<file path="config.mk">
export PLATFORM = sky130hd
export DESIGN_NAME = sprite_bounce
export DESIGN_NICKNAME = d
export VERILOG_FILES = /design/src/rtl/sprite_bounce.sv
export SDC_FILE = /design/constraint.sdc
export NUM_CORES = 1
export LEC_CHECK = 0
export CAP_MARGIN = 20
export CORE_ASPECT_RATIO = 0.8
export CORE_MARGIN = 5
export CORE_UTILIZATION = 45
export DETAILED_ROUTE_END_ITERATION = 8
export DONT_BUFFER_PORTS = 1
export HOLD_SLACK_MARGIN = 0.08
export PLACE_DENSITY = 0.62
export SLEW_MARGIN = 20
export SYNTH_ARGS = -nofsm -noshare
export SYNTH_HDL_FRONTEND = slang
export SYNTH_SLANG_ARGS = --single-unit
</file>
<file path="constraint.sdc">
create_clock -name clk -period 5.7 [get_ports clk]
set_clock_uncertainty 0.05 [all_clocks]
set_input_delay 1.14 -clock clk [delete_from_list [all_inputs] [get_ports clk]]
set_output_delay 1.14 -clock clk [all_outputs]
set_load 0.02 [all_outputs]
</file>
<file path="src/rtl/sprite_bounce.sv">
// sprite_bounce
//   Moves NUM_SPR rectangles around the visible area, one position step per
//   frame, reflecting at the edges. A frame ends when the scan address reaches
//   the last visible pixel. After each frame end a small sequencer updates one
//   sprite per clock, so a single adder/compare path serves every sprite.
//
// Build option:
//   SPRITE_WRAP_EN - sprites wrap around instead of reflecting; the direction
//                    registers stay at zero and fall away in synthesis.
//
// Ports:
//   clk, rst          clock, synchronous active-high reset
//   h_addr, v_addr    current scan column / row
//   en                motion enable (frame events ignored while low)
//   load              one-cycle pulse: reload all sprites from init_x/init_y
//   init_x, init_y    packed start positions, sprite i at [i*W +: W]
//   step_x, step_y    packed per-sprite speeds, pixels per frame
//   pos_x, pos_y      packed current top-left positions
//   edge_x, edge_y    one-cycle pulse per sprite on a bounce (or wrap)
//   busy              update sequence in progress
//   done              one-cycle pulse after the last sprite is updated
//   overrun           sticky: a frame event arrived while busy (cleared by load)
//
// Control priority: load beats a frame tick; a tick seen while busy never
// restarts the sequence, it only raises overrun.
module sprite_bounce #(
    parameter int NUM_SPR = 2,
    parameter int PIC_W   = 100,
    parameter int PIC_H   = 100,
    parameter int H_SIZE  = 640,
    parameter int V_SIZE  = 480,
    parameter int STEP_W  = 4,
    localparam int XW     = $clog2(H_SIZE),
    localparam int YW     = $clog2(V_SIZE)
) (
    input  logic                      clk,
    input  logic                      rst,
    input  logic [XW-1:0]             h_addr,
    input  logic [YW-1:0]             v_addr,
    input  logic                      en,
    input  logic                      load,
    input  logic [NUM_SPR*XW-1:0]     init_x,
    input  logic [NUM_SPR*YW-1:0]     init_y,
    input  logic [NUM_SPR*STEP_W-1:0] step_x,
    input  logic [NUM_SPR*STEP_W-1:0] step_y,
    output logic [NUM_SPR*XW-1:0]     pos_x,
    output logic [NUM_SPR*YW-1:0]     pos_y,
    output logic [NUM_SPR-1:0]        edge_x,
    output logic [NUM_SPR-1:0]        edge_y,
    output logic                      busy,
    output logic                      done,
    output logic                      overrun
);

    localparam int XMAX = H_SIZE - PIC_W;
    localparam int YMAX = V_SIZE - PIC_H;
    localparam int IDXW = (NUM_SPR > 1) ? $clog2(NUM_SPR) : 1;
    // One extra bit so position + step never wraps before the compare.
    localparam int AW   = ((XW > YW) ? XW : YW) + 1;

    typedef enum logic [0:0] {IDLE, UPDATE} state_t;

    typedef struct packed {
        logic [AW-1:0] pos;
        logic          dir;
        logic          hit;
    } axis_t;

    // One axis step. dir=0 moves toward larger coordinates.
    function automatic axis_t axis_step(input logic [AW-1:0]     p,
                                        input logic              d,
                                        input logic [STEP_W-1:0] st,
                                        input logic [AW-1:0]     lim);
        axis_t         r;
        logic [AW-1:0] st_w;
        logic [AW-1:0] s;
        st_w  = AW'(st);
        s     = p + st_w;
        r.pos = p;
        r.dir = d;
        r.hit = 1'b0;
        // A zero speed holds the sprite even when it sits on a limit.
        if (st != '0) begin
`ifdef SPRITE_WRAP_EN
            r.dir = 1'b0;
            if (s > lim) begin
                r.pos = s - (lim + AW'(1));
                r.hit = 1'b1;
            end else begin
                r.pos = s;
            end
`else
            if (!d) begin
                if (s >= lim) begin
                    r.pos = lim;
                    r.dir = 1'b1;
                    r.hit = 1'b1;
                end else begin
                    r.pos = s;
                end
            end else if (p <= st_w) begin
                r.pos = '0;
                r.dir = 1'b0;
                r.hit = 1'b1;
            end else begin
                r.pos = p - st_w;
            end
`endif
        end
        return r;
    endfunction

    logic [XW-1:0]      pos_x_q [NUM_SPR];
    logic [XW-1:0]      pos_x_d [NUM_SPR];
    logic [YW-1:0]      pos_y_q [NUM_SPR];
    logic [YW-1:0]      pos_y_d [NUM_SPR];
    logic [XW-1:0]      init_cx [NUM_SPR];
    logic [YW-1:0]      init_cy [NUM_SPR];
    logic [NUM_SPR-1:0] dir_x_q, dir_x_d, dir_y_q, dir_y_d;
    logic [NUM_SPR-1:0] edge_x_q, edge_x_d, edge_y_q, edge_y_d;
    logic [IDXW-1:0]    idx_q, idx_d;
    state_t             state_q, state_d;
    logic               fv_d_q, fv_d_d;
    logic               done_q, done_d;
    logic               overrun_q, overrun_d;
    logic               fv, tick;
    axis_t              rx, ry;

    // Rising edge of "last visible pixel" gives one tick per frame even when
    // the scan address dwells there for several clocks.
    assign fv   = (h_addr == XW'(H_SIZE - 1)) && (v_addr == YW'(V_SIZE - 1));
    assign tick = fv & ~fv_d_q;

    // Start positions clamped into the legal range; shared by reset and load.
    always_comb begin
        for (int i = 0; i < NUM_SPR; i++) begin
            init_cx[i] = (AW'(init_x[i*XW +: XW]) > AW'(XMAX)) ? XW'(XMAX) : init_x[i*XW +: XW];
            init_cy[i] = (AW'(init_y[i*YW +: YW]) > AW'(YMAX)) ? YW'(YMAX) : init_y[i*YW +: YW];
        end
    end

    always_comb begin
        pos_x_d   = pos_x_q;
        pos_y_d   = pos_y_q;
        dir_x_d   = dir_x_q;
        dir_y_d   = dir_y_q;
        edge_x_d  = '0;
        edge_y_d  = '0;
        done_d    = 1'b0;
        overrun_d = overrun_q;
        state_d   = state_q;
        idx_d     = idx_q;
        fv_d_d    = fv;
        rx        = '0;
        ry        = '0;
        if (load) begin
            for (int i = 0; i < NUM_SPR; i++) begin
                pos_x_d[i] = init_cx[i];
                pos_y_d[i] = init_cy[i];
            end
            dir_x_d   = '0;
            dir_y_d   = '0;
            overrun_d = 1'b0;
            state_d   = IDLE;
            idx_d     = '0;
        end else begin
            case (state_q)
                IDLE: begin
                    if (tick && en) begin
                        state_d = UPDATE;
                        idx_d   = '0;
                    end
                end
                UPDATE: begin
                    if (tick) overrun_d = 1'b1;
                    rx = axis_step(AW'(pos_x_q[idx_q]), dir_x_q[idx_q],
                                   step_x[int'(idx_q)*STEP_W +: STEP_W], AW'(XMAX));
                    ry = axis_step(AW'(pos_y_q[idx_q]), dir_y_q[idx_q],
                                   step_y[int'(idx_q)*STEP_W +: STEP_W], AW'(YMAX));
                    pos_x_d[idx_q]  = rx.pos[XW-1:0];
                    pos_y_d[idx_q]  = ry.pos[YW-1:0];
                    dir_x_d[idx_q]  = rx.dir;
                    dir_y_d[idx_q]  = ry.dir;
                    edge_x_d[idx_q] = rx.hit;
                    edge_y_d[idx_q] = ry.hit;
                    if (idx_q == IDXW'(NUM_SPR - 1)) begin
                        state_d = IDLE;
                        idx_d   = '0;
                        done_d  = 1'b1;
                    end else begin
                        idx_d = idx_q + IDXW'(1);
                    end
                end
                default: state_d = IDLE;
            endcase
        end
    end

    always_ff @(posedge clk) begin
        if (rst) begin
            for (int i = 0; i < NUM_SPR; i++) begin
                pos_x_q[i] <= init_cx[i];
                pos_y_q[i] <= init_cy[i];
            end
            dir_x_q   <= '0;
            dir_y_q   <= '0;
            edge_x_q  <= '0;
            edge_y_q  <= '0;
            idx_q     <= '0;
            state_q   <= IDLE;
            fv_d_q    <= 1'b0;
            done_q    <= 1'b0;
            overrun_q <= 1'b0;
        end else begin
            pos_x_q   <= pos_x_d;
            pos_y_q   <= pos_y_d;
            dir_x_q   <= dir_x_d;
            dir_y_q   <= dir_y_d;
            edge_x_q  <= edge_x_d;
            edge_y_q  <= edge_y_d;
            idx_q     <= idx_d;
            state_q   <= state_d;
            fv_d_q    <= fv_d_d;
            done_q    <= done_d;
            overrun_q <= overrun_d;
        end
    end

    always_comb begin
        pos_x = '0;
        pos_y = '0;
        for (int i = 0; i < NUM_SPR; i++) begin
            pos_x[i*XW +: XW] = pos_x_q[i];
            pos_y[i*YW +: YW] = pos_y_q[i];
        end
    end

    assign edge_x  = edge_x_q;
    assign edge_y  = edge_y_q;
    assign busy    = (state_q == UPDATE);
    assign done    = done_q;
    assign overrun = overrun_q;

endmodule

</file>
==> out/qor.txt <==
Worst setup EP type = flip-flop
Antenna cell count = 0
# Post-CTS Setup Buffers = 0
# clock sinks = 51
Seq/Total Area, Yosys = 30.35%
Routed vias/inst = 6.681
Post-synth EDFFs = 38
IO buf count = 0
Drt first-iter violations = 481
RR Startpoint = idx_q
Final min period = 4.281 ns
CP required = 5.69 ns
FF-to-FF path depth = 10
RSZ-0062 raised after global routing = no
Critical path origin = idx_q
Average wire per standard cell = 23.71 µm
CTS tree = yes
Gpl congestion = 0.9899
Finished Layout Cells = 655
Max-slew violation count = 0
CTS clock-pin slew for the worst setup and hold paths = 0.07 ns
Detailed Place HPWL = 12210 µm
Pwr per Cell Area = 248.9 nW/µm²
Via count = 4376
CP max stage delay = 0.67 ns
First-pass GRT wire length = 23380 µm
Placed insts = 647
Antenna-violating nets left = 0
Worst Setup Start Kind = flip-flop
Post-CTS Hold Buffers = 0
Logic pwr share = 31.0%
Crit path buf inv count = 1
End of the worst register-to-register path = pos_x[11]
TritonRoute pass-1 iters = 5
Setup TNS Final = 0 ns
Met3 usage = 8.698%
GR peak layer = met1
Int Pwr = 776.5 µW
Grt ovf = 0
Number of fill cells = 1005
VDD IR-drop max = 168.1 µV
Ys Warns = 0
#FFs+latches synth = 51
Hold_sp = dir_y_q[1]
Core footprint = 10160 µm²
Routed wire length = 15530 µm
Library cells used by synthesis = 73
Sw Ratio = 36.03%
Clock power frac = 26.9%
Status = finished, final reports clean
Root Driver = clkbuf_16
Seq pwr share = 42.1%
CP max-delay cell = dfxtp_2
Die Footprint = 12400 µm²
CTS resizes = 0
Synthesized Nets = 622
Max cap viols = 0
Crit Path Class = flip-flop to flip-flop
Final setup viols = 0
Net switching power figure = 437.3 µW
GRT met2 Usage = 32.58%
Syn avg cell area = 8.794 µm²
WHS Path Cells = 2
Largest net degree at the start of global routing = 44
Worst-path maximum fanout = 22
Crit share post-route = 75.10%
Rows = 33
CP arrival = 4.28 ns
Area Overhead vs Synth = 5.637%
Met1 GRT Util = 38.31%
Least-Margin Pin Slew = 1.034 ns
Die Y = 100.6 µm
Crit-path most repeated cell = mux2i_1
Crit path cell chain = mux2i_1 -> inv_1 -> ha_1 -> nor2b_1 -> o21ai_0 -> a2111oi_2 -> mux2i_1 -> o31ai_2 -> a21o_1 -> a32o_1
Ys async rst share = 0%
Min-delay worst type = flip-flop to flip-flop
Max frequency = 233.6 MHz
Die width = 123.2 µm
Syn Inst Count = 525
Nets = 611
Min-Delay Endpoint = dir_y_q[1]
CTS buffer count = 5
H-tree depth = 2
I/O Pins = 122
Clock latency on the worst-skew pair = 0.29 ns
Rel. slew slack = 30.92%
Layout cells sized above 1 = 11.07%
Top_reg_cell synth = edfxtp_1
Residual DRC = 0
Final hold violation count = 0
Fin Hold WS = 0.4364 ns
Tot GR Track Use = 24.46%
Initial antenna violation count = 0
Number of global-route vias before repair = 4109
Starting Density = 45.45%
Clock buffer depth = 2
Cell Area, Synth = 4617 µm²
Final setup margin = 1.419 ns
Reg2reg setup slack = 1.42 ns
Worst path top cell family by delay = compound AO/OA/AOI/OAI gates
Pleak = 0.001646 µW
Setup Slack @ Placement = 1.206 ns
-- cell families (layout without fill, tap and decap cells) --
family	after synthesis	after routing	synth area share, %
AOI/OAI and AO/OA	184	184	28.40
adders and majority gates	20	20	6.070
DFF	51	51	30.35
xor gates and xnor gates	10	10	1.897
buffers and inverters	42	32	4.146
muxes	41	41	9.620
and+or+nand+nor	177	177	19.51
-- placed cells by master, fill, tap and decap left out, types with 5 or more instances in the layout --
master | netlist | routed
dfxtp_1 | 13 | 12
nand2_1 | 39 | 39
inv_1 | 19 | 19
buf_4 | 0 | 5
o21ai_0 | 38 | 38
clkbuf_16 | 0 | 6
a211oi_1 | 8 | 8
mux2i_1 | 14 | 14
o221ai_1 | 5 | 5
a22o_1 | 11 | 11
mux2_2 | 27 | 27
a221oi_1 | 8 | 8
nor2_1 | 45 | 44
o22ai_1 | 12 | 12
a32o_1 | 6 | 6
nand4_1 | 9 | 9
nor2b_1 | 12 | 12
or3_1 | 6 | 6
ha_1 | 16 | 16
or2_2 | 7 | 7
nand3_1 | 10 | 10
xnor2_1 | 7 | 7
nor3_1 | 15 | 15
edfxtp_1 | 38 | 38
a31oi_1 | 6 | 6
o21a_1 | 5 | 5
a21oi_1 | 32 | 32
nand2b_1 | 8 | 8
-- worst max-delay path by stage --
stage / end / slack [ns] / depth (start not counted)
final: pos_x[11] / 1.42 / 10
after floorplan: pos_x[11] / 1.38 / 15
after global placement: pos_x[1] / 1.28 / 10
after global routing: pos_x[1] / 1.05 / 10
after detailed placement: pos_x[1] / 1.21 / 10
after CTS: pos_x[1] / 1.46 / 10
-- stage by stage --
stage               area [µm²]  power [µW]  utilization (%)
floorplan                 4617       789.8                -
global placement          4720       881.0            46.46
detailed placement        4720       886.2            46.46
CTS                       4877        1203            48.02
global route              4877        1270            48.02
finish                    4877        1214            48.02
-- routing by layer --
layer / vias up / share of wire [%]
met3: 12 / 14
met4: 0 / 0.94
met5: - / 0
li1: 2030 / -
met1: 2047 / 47
met2: 287 / 38
-- synth_stat cells, types with 7 or more instances --
cell type,instances,area share (%)
a221oi_1,8,1.5
inv_1,19,1.5
xnor2_1,7,1.3
edfxtp_1,38,25
ha_1,16,4.3
nor2_1,45,3.7
o21ai_0,38,4.1
or2_2,7,0.95
nand2_1,39,3.2
a22o_1,11,2.1
o22ai_1,12,1.6
mux2_2,27,6.6
nand4_1,9,1.2
dfxtp_1,13,5.6
a211oi_1,8,1.3
nor3_1,15,1.6
nand3_1,10,1.1
mux2i_1,14,3.0
nand2b_1,8,1.1
a21oi_1,32,3.5
nor2b_1,12,1.6
clkbuf_1,11,0.89
-- tightest hold or removal path: cells and delay by family, from the launching register on --
| kind | cells | cell delay (ns) |
|---|---|---|
| compound gates | 1 | 0.06 |
| flops | 1 | 0.32 |
| simple gates | 1 | 0.05 |
-- cell type report --
cell class	instances	area [µm²]	area share, %
well taps	140	175.2	3.592
flip-flops and latches	51	1403	28.76
inverters	19	71.32	1.462
clock buffers	8	157.7	3.232
multi-input cells	432	3033	62.19
repair buffers	5	37.54	0.7696
-- registers in the layout, summed over array words and instances (netlist names) --
signal   flops
pos_x       20
pos_y       18
dir_x_q      2
dir_y_q      2
edge_x       2
edge_y       2
busy         1
done         1
fv_d_q       1
idx_q        1
overrun      1
-- power groups by stage --
stage	Combinational (µW)	Sequential (µW)	Clock, µW
final	377	511	326
after global routing	411	516	343
after CTS	368	512	323
after detailed placement	367	520	0
after global placement	362	519	0
after floorplan	287	503	0
Power figures use the tool's default switching activity.
